### config.mk
export PLATFORM = sky130hd
export DESIGN_NAME = fanout_fork
export DESIGN_NICKNAME = d
export VERILOG_FILES = /design/src/rtl/fanout_pkg.sv /design/src/rtl/fanout_done_tracker.sv /design/src/rtl/fanout_fork.sv
export SDC_FILE = /design/constraint.sdc
export NUM_CORES = 1
export LEC_CHECK = 0
export BUFFER_PORTS_ARGS = -buffer_cell sky130_fd_sc_hd__buf_4
export CAP_MARGIN = 15
export CORE_UTILIZATION = 44
export CTS_CLUSTER_DIAMETER = 120
export DETAILED_ROUTE_END_ITERATION = 10
export PLACE_DENSITY_LB_ADDON = 0.08
export SLEW_MARGIN = 25
export SYNTH_ARGS = -nofsm -noshare
export SYNTH_HDL_FRONTEND = slang
export SYNTH_HIERARCHICAL = 1
export SYNTH_SLANG_ARGS = --single-unit
export TNS_END_PERCENT = 1
### constraint.sdc
create_clock -name CLK -period 5.5 [get_ports CLK]
set_clock_uncertainty 0.2 [all_clocks]
set_input_delay 0.55 -clock CLK [delete_from_list [all_inputs] [get_ports CLK]]
set_output_delay 0.55 -clock CLK [all_outputs]
set_load 0.005 [all_outputs]
### src/rtl/fanout_pkg.sv
// Shared types and limits for the fanout fork.
package fanout_pkg;

    // Fork discipline: lazy waits for all active consumers together,
    // eager lets each consumer take the token in its own cycle.
    typedef enum logic {
        FANOUT_LAZY  = 1'b0,
        FANOUT_EAGER = 1'b1
    } fanout_mode_e;

    // Upper bound on the number of downstream channels.
    localparam int FANOUT_MAX_OUT = 64;

endpackage

### src/rtl/fanout_done_tracker.sv
// Per-channel completion tracking and token release for the fanout fork.
// done[i] records that channel i already took the current token (eager only);
// rel fires when every channel is inactive, done, or ready right now.
module fanout_done_tracker
    import fanout_pkg::*;
#(
    parameter int NUM_OUT = 22
) (
    input  logic               clk,
    input  logic               reset,
    input  fanout_mode_e       mode,
    input  logic               hold_valid,
    input  logic [NUM_OUT-1:0] act,
    input  logic [NUM_OUT-1:0] out_ready,
    output logic [NUM_OUT-1:0] done,
    output logic               rel
);

    logic [NUM_OUT-1:0] ok;
    logic [NUM_OUT-1:0] accept;

    // A channel no longer blocks release once it is inactive, served, or ready.
    always_comb begin
        ok     = ~act | done | out_ready;
        rel    = hold_valid & (&ok);
        accept = {NUM_OUT{hold_valid}} & act & ~done & out_ready;
    end

    // Completion bits: cleared on release, in lazy mode, and for inactive channels.
    always_ff @(posedge clk) begin
        if (reset) begin
            done <= '0;
        end else if (mode == FANOUT_LAZY) begin
            done <= '0;
        end else if (rel) begin
            done <= '0;
        end else begin
            done <= (done | accept) & act;
        end
    end

endmodule

### src/rtl/fanout_fork.sv
// Eager/lazy fork: holds one upstream token and broadcasts it to NUM_OUT
// consumers selected by cfg_en & cfg_sel.
// Optional build macro FANOUT_FORK_STATS_EN adds a saturating stall counter
// on port stall_count (cycles with a held token that is not released).
//
// Handshake: a transfer happens on a rising edge where valid and ready are
// both high; valid never waits on ready from the same side except lazy
// out_valid, which by design looks at the other consumers' out_ready.
module fanout_fork
    import fanout_pkg::*;
#(
    parameter int NUM_OUT = 22,
    parameter int DATA_W  = 32
`ifdef FANOUT_FORK_STATS_EN
    ,
    parameter int CNT_W   = 16
`endif
) (
    input  logic               CLK,
    input  logic               RESET,
    input  logic [NUM_OUT-1:0] cfg_en,
    input  logic [NUM_OUT-1:0] cfg_sel,
    input  logic               cfg_eager,
    input  logic               in_valid,
    input  logic [DATA_W-1:0]  in_data,
    output logic               in_ready,
    output logic [NUM_OUT-1:0] out_valid,
    output logic [DATA_W-1:0]  out_data,
    input  logic [NUM_OUT-1:0] out_ready
`ifdef FANOUT_FORK_STATS_EN
    ,
    output logic [CNT_W-1:0]   stall_count
`endif
);

    if (NUM_OUT < 1 || NUM_OUT > FANOUT_MAX_OUT) begin : g_bad_num_out
        $error("fanout_fork: NUM_OUT out of range");
    end

    fanout_mode_e       mode;
    logic [NUM_OUT-1:0] act;
    logic [NUM_OUT-1:0] done;
    logic [NUM_OUT-1:0] lazy_ok;
    logic               rel;
    logic               hold_valid;
    logic [DATA_W-1:0]  hold_data;

    assign mode     = fanout_mode_e'(cfg_eager);
    assign act      = cfg_en & cfg_sel;
    assign in_ready = ~hold_valid | rel;
    assign out_data = hold_data;

    fanout_done_tracker #(
        .NUM_OUT (NUM_OUT)
    ) u_done_tracker (
        .clk        (CLK),
        .reset      (RESET),
        .mode       (mode),
        .hold_valid (hold_valid),
        .act        (act),
        .out_ready  (out_ready),
        .done       (done),
        .rel        (rel)
    );

    // Per-channel valid: eager masks served channels, lazy waits on all others.
    always_comb begin
        logic [NUM_OUT-1:0] others;
        lazy_ok   = ~act | out_ready;
        others    = lazy_ok;
        out_valid = '0;
        for (int i = 0; i < NUM_OUT; i++) begin
            others    = lazy_ok;
            others[i] = 1'b1;
            if (mode == FANOUT_EAGER) begin
                out_valid[i] = hold_valid & act[i] & ~done[i];
            end else begin
                out_valid[i] = hold_valid & act[i] & (&others);
            end
        end
    end

    // Holding register: load wins over release so tokens stream back to back.
    always_ff @(posedge CLK) begin
        if (RESET) begin
            hold_valid <= 1'b0;
            hold_data  <= '0;
        end else if (in_valid && in_ready) begin
            hold_valid <= 1'b1;
            hold_data  <= in_data;
        end else if (rel) begin
            hold_valid <= 1'b0;
        end
    end

`ifdef FANOUT_FORK_STATS_EN
    // Stall counter: saturates at all-ones, cleared only by reset.
    always_ff @(posedge CLK) begin
        if (RESET) begin
            stall_count <= '0;
        end else if (hold_valid && !rel && (stall_count != {CNT_W{1'b1}})) begin
            stall_count <= stall_count + 1'b1;
        end
    end
`else
    // No statistics counter in this build.
`endif

endmodule

==> flow_summary_export.csv <==
group,metric,value,unit
cts,max-clock-path-buffers,2,
worst_setup_path,max_stage_delay,740,ps
logic_synthesis,ys.warnings.count,6,
floorplanning,initial_core_util,0.456,
sta,grt_setup_unrepaired,"no",
global_route,global_route.overflow_total,0,
worst_setup_path,cp.buffers_inverters,2,
worst_setup_path,timing.critical_path.mode_cell,"buf_4",
hold_path,hold-path-endpoint,"out_data[6]$_SDFFE_PP0P_",
global_route,grt_pass1_vias,3496,
pwr,vdd_ir_drop_max,0.156,mV
drt,routed_wl,10.5,mm
worst_setup_path,critPathLaunchType,"primary input",
floorplanning,core_area,0.00729,mm²
logic_synthesis,synthesis.area_per_instance,7.45,µm²
global_route,grt_antenna_before_repair,0,
placement,place.detailed.hpwl,7.84,mm
cells_and_area,drive_gt1_frac,0.313,
cells_and_area,area_growth_syn_to_layout,39.2,%
global_route,globalRouteTotalUtil,0.262,
sta,final.min_clock_period,3380,ps
cts,count_of_hold_fix_buffers_inserted_at_cts,0,
sta,fmax,296,MHz
cts,cts_max_level,2,
drt,drt-initial-drc-count,248,
drt,drc_errors,0,
sta,tightest_slew,793,ps
sta,fin_worst_hold_slack,260,ps
worst_setup_path,worstReg2RegEnd,"out_data[22]$_SDFFE_PP0P_",
flow_run,drv.max_cap_violation_count,0,
worst_setup_path,worst_r2r_startpoint,"hold_valid$_SDFFE_PP0P_",
drt,drt_first_pass_iters,4,
worst_setup_path,worstPathArrival,2630,ps
worst_setup_path,worstPathCellList,"buf_4 > and3b_1 > nor4_4 > nand4_2 > o41ai_1 > buf_4",
global_route,grt_max_degree,35,
cts,post_cts.repair.setup_buffers,0,
logic_synthesis,syn-num-nets,548,
cts,clock_latency,320,ps
hold_path,timing.hold.worst.start,"out_data[6]$_SDFFE_PP0P_",
pwr,powerDensity,194,mW/mm²
floorplanning,num_rows,31,
worst_setup_path,cp_max_fo,13,
logic_synthesis,postSynthCellCount,446,
floorplanning,fp.dieH,88.9,µm
placement,finalWeightedCongestion,0.914,
logic_synthesis,post-synth-top-area-fraction,0.331,
worst_setup_path,worst-setup-path-type,"in2out",
cts,cts-root-buf,"clkbuf_8",
cts,cts_num_sinks,55,
cts,cts_buf_count,5,
worst_setup_path,r2r_setup_slack,2860,ps
cells_and_area,most_frequent_cells_in_the_layout,"160 x buf_4, 88 x nand2_1, 56 x a21oi_1",
worst_setup_path,rr_worst_depth,8,
logic_synthesis,ys_types,39,
cells_and_area,antenna_cells,0,
sta,finalMaxSlewViolations,0,
pwr,finalPower,0.898,mW
outcome,run_status,"finished clean",
logic_synthesis,post_synthesis_instance_area,0.00332,mm²
drt,via_per_inst,5.64,
floorplanning,floorplan.io_pins,157,
drt,route.antenna.remaining_nets,0,
hold_path,min_path_type,"reg2reg",
logic_synthesis,synth_top_cell_by_area,"dfxtp_1",
hold_path,hold_crit_depth,2,
drt,wl_per_cell,15.3,µm
pwr,power.static_leakage,2.23,nW
sta,final_min_period_over_clock_period,0.614,
floorplanning,area_of_the_die,0.00790,mm²
floorplanning,die_x,88.9,µm
cts,cts_tree,"yes",
worst_setup_path,end_kind,"primary output",
worst_setup_path,cp.required,4750,ps
worst_setup_path,critPathTopFamily,"simple AND/OR/NAND/NOR gates",
cts,post_cts_resized,0,
sta,finalSetupViolCount,0,
logic_synthesis,synth_ff_type,"dfxtp_1",
placement,detailedPlace.worstSlack,2020,ps
logic_synthesis,synth_async_sr_flop_share,0,
logic_synthesis,number_of_enable_flip_flop_cells_after_synthesis,0,
worst_setup_path,crit_path_top_delay_cell,"nor4_4",
cells_and_area,final_core_utilization,0.635,
logic_synthesis,post_synthesis_sequential_element_count,55,
cells_and_area,num-nets-final,690,
global_route,first_pass_grt_wire_length,16.0,mm
logic_synthesis,ys_top_cells_by_area,"dfxtp_1 33%, nand2_1 10%, a21oi_1 8.4%",
cts,clkSlewWorstSetupHoldPaths,100,ps
sta,slew_headroom,0.467,
sta,final.setup.worst_slack,2120,ps
cells_and_area,mostFrequentLayoutCell,"buf_4",
placement,buffer_ports.inserted,156,
logic_synthesis,synth_sequential_area_ratio,0.331,
drt,vias,3876,
sta,timing.final.hold_violations,0,
sta,final.setup.tns,0,ps
## metal layers
metal  wire [µm]  up-vias  share of wire  global-route usage
met5           0        -              0                   0
li1            -     1880              -                   -
met1        4230     1796           0.40               0.321
met4         258        0          0.025               0.103
met2        5160      177           0.49               0.445
met3         864       23          0.082              0.0628
## state kept, by name (all words and copies together), names as in the netlist
signal / flops
out_data: 32
u_done_tracker/done: 22
hold_valid: 1
## synth_stat cells (2+ instances only)
master / count
a21o_1: 21
a21oi_1: 56
and2_1: 11
and3b_1: 19
and3b_4: 3
buf_1: 4
buf_2: 2
buf_6: 2
clkbuf_1: 17
dfxtp_1: 55
inv_1: 14
nand2_1: 89
nand3_1: 32
nand3b_1: 3
nand4_1: 16
nor2_1: 16
nor2b_1: 3
nor3_1: 11
nor3b_1: 21
nor4_1: 8
nor4_4: 4
o21ai_1: 4
o22ai_1: 3
o2bb2ai_1: 2
o31ai_1: 5
o32ai_1: 7
o41ai_1: 2
or3_1: 5
## per-stage QoR
stage          cell area (µm²)  instances
4_1_cts                   4620        687
3_3_place_gp              4540        680
2_1_floorplan             3320        446
6_report                  4630        687
5_1_grt                   4630        687
3_5_place_dp              4540        680
## logic make-up (layout without fill, tap and decap cells)
| family | count (synthesis) | in the layout | share of synthesized area |
|---|---|---|---|
| AND/OR/NAND/NOR | 251 | 251 | 0.433 |
| AO/OA/AOI/OAI | 101 | 101 | 0.186 |
| flip-flops | 55 | 55 | 0.331 |
| buffers and inverters | 39 | 181 | 0.0493 |
## worst register-to-register path, delay by kind of cell (launching register included)
family / cells / cell delay, ps
buffers and inverters: 1 / 360
flip-flops: 1 / 440
AO/OA/AOI/OAI: 2 / 310
AND/OR/NAND/NOR: 5 / 1270
## how the worst max path moves through the flow
stage | from | endpoint | slack, ps | depth (start not counted)
3_3_place_gp | cfg_en[1] | out_data[26]$_SDFFE_PP0P_ | 2070 | 10
4_1_cts | cfg_sel[1] | out_valid[9] | 2130 | 6
3_5_place_dp | cfg_en[1] | out_data[4]$_SDFFE_PP0P_ | 2020 | 10
5_1_grt | cfg_sel[1] | out_valid[8] | 2050 | 6
6_report | cfg_sel[1] | out_valid[9] | 2120 | 6
2_1_floorplan | cfg_en[1] | out_data[0]$_SDFFE_PP0P_ | 2530 | 11
## report_power, final
part	total [mW]	internal (mW)	switching [mW]
sequential	0.422	0.414	0.00874
combinational	0.243	0.118	0.125
clock	0.233	0.0901	0.143
## layout make-up
class	count	area, µm²
Fill cell	707	2670
Multi-Input combinational cell	352	2060
Timing Repair Buffer	160	1200
Sequential cell	55	1100
Tap cell	99	124
Clock buffer	5	68.8
Inverter	14	52.6
Clock inverter	2	17.5
No activity file was read; power rests on OpenSTA's default activity.
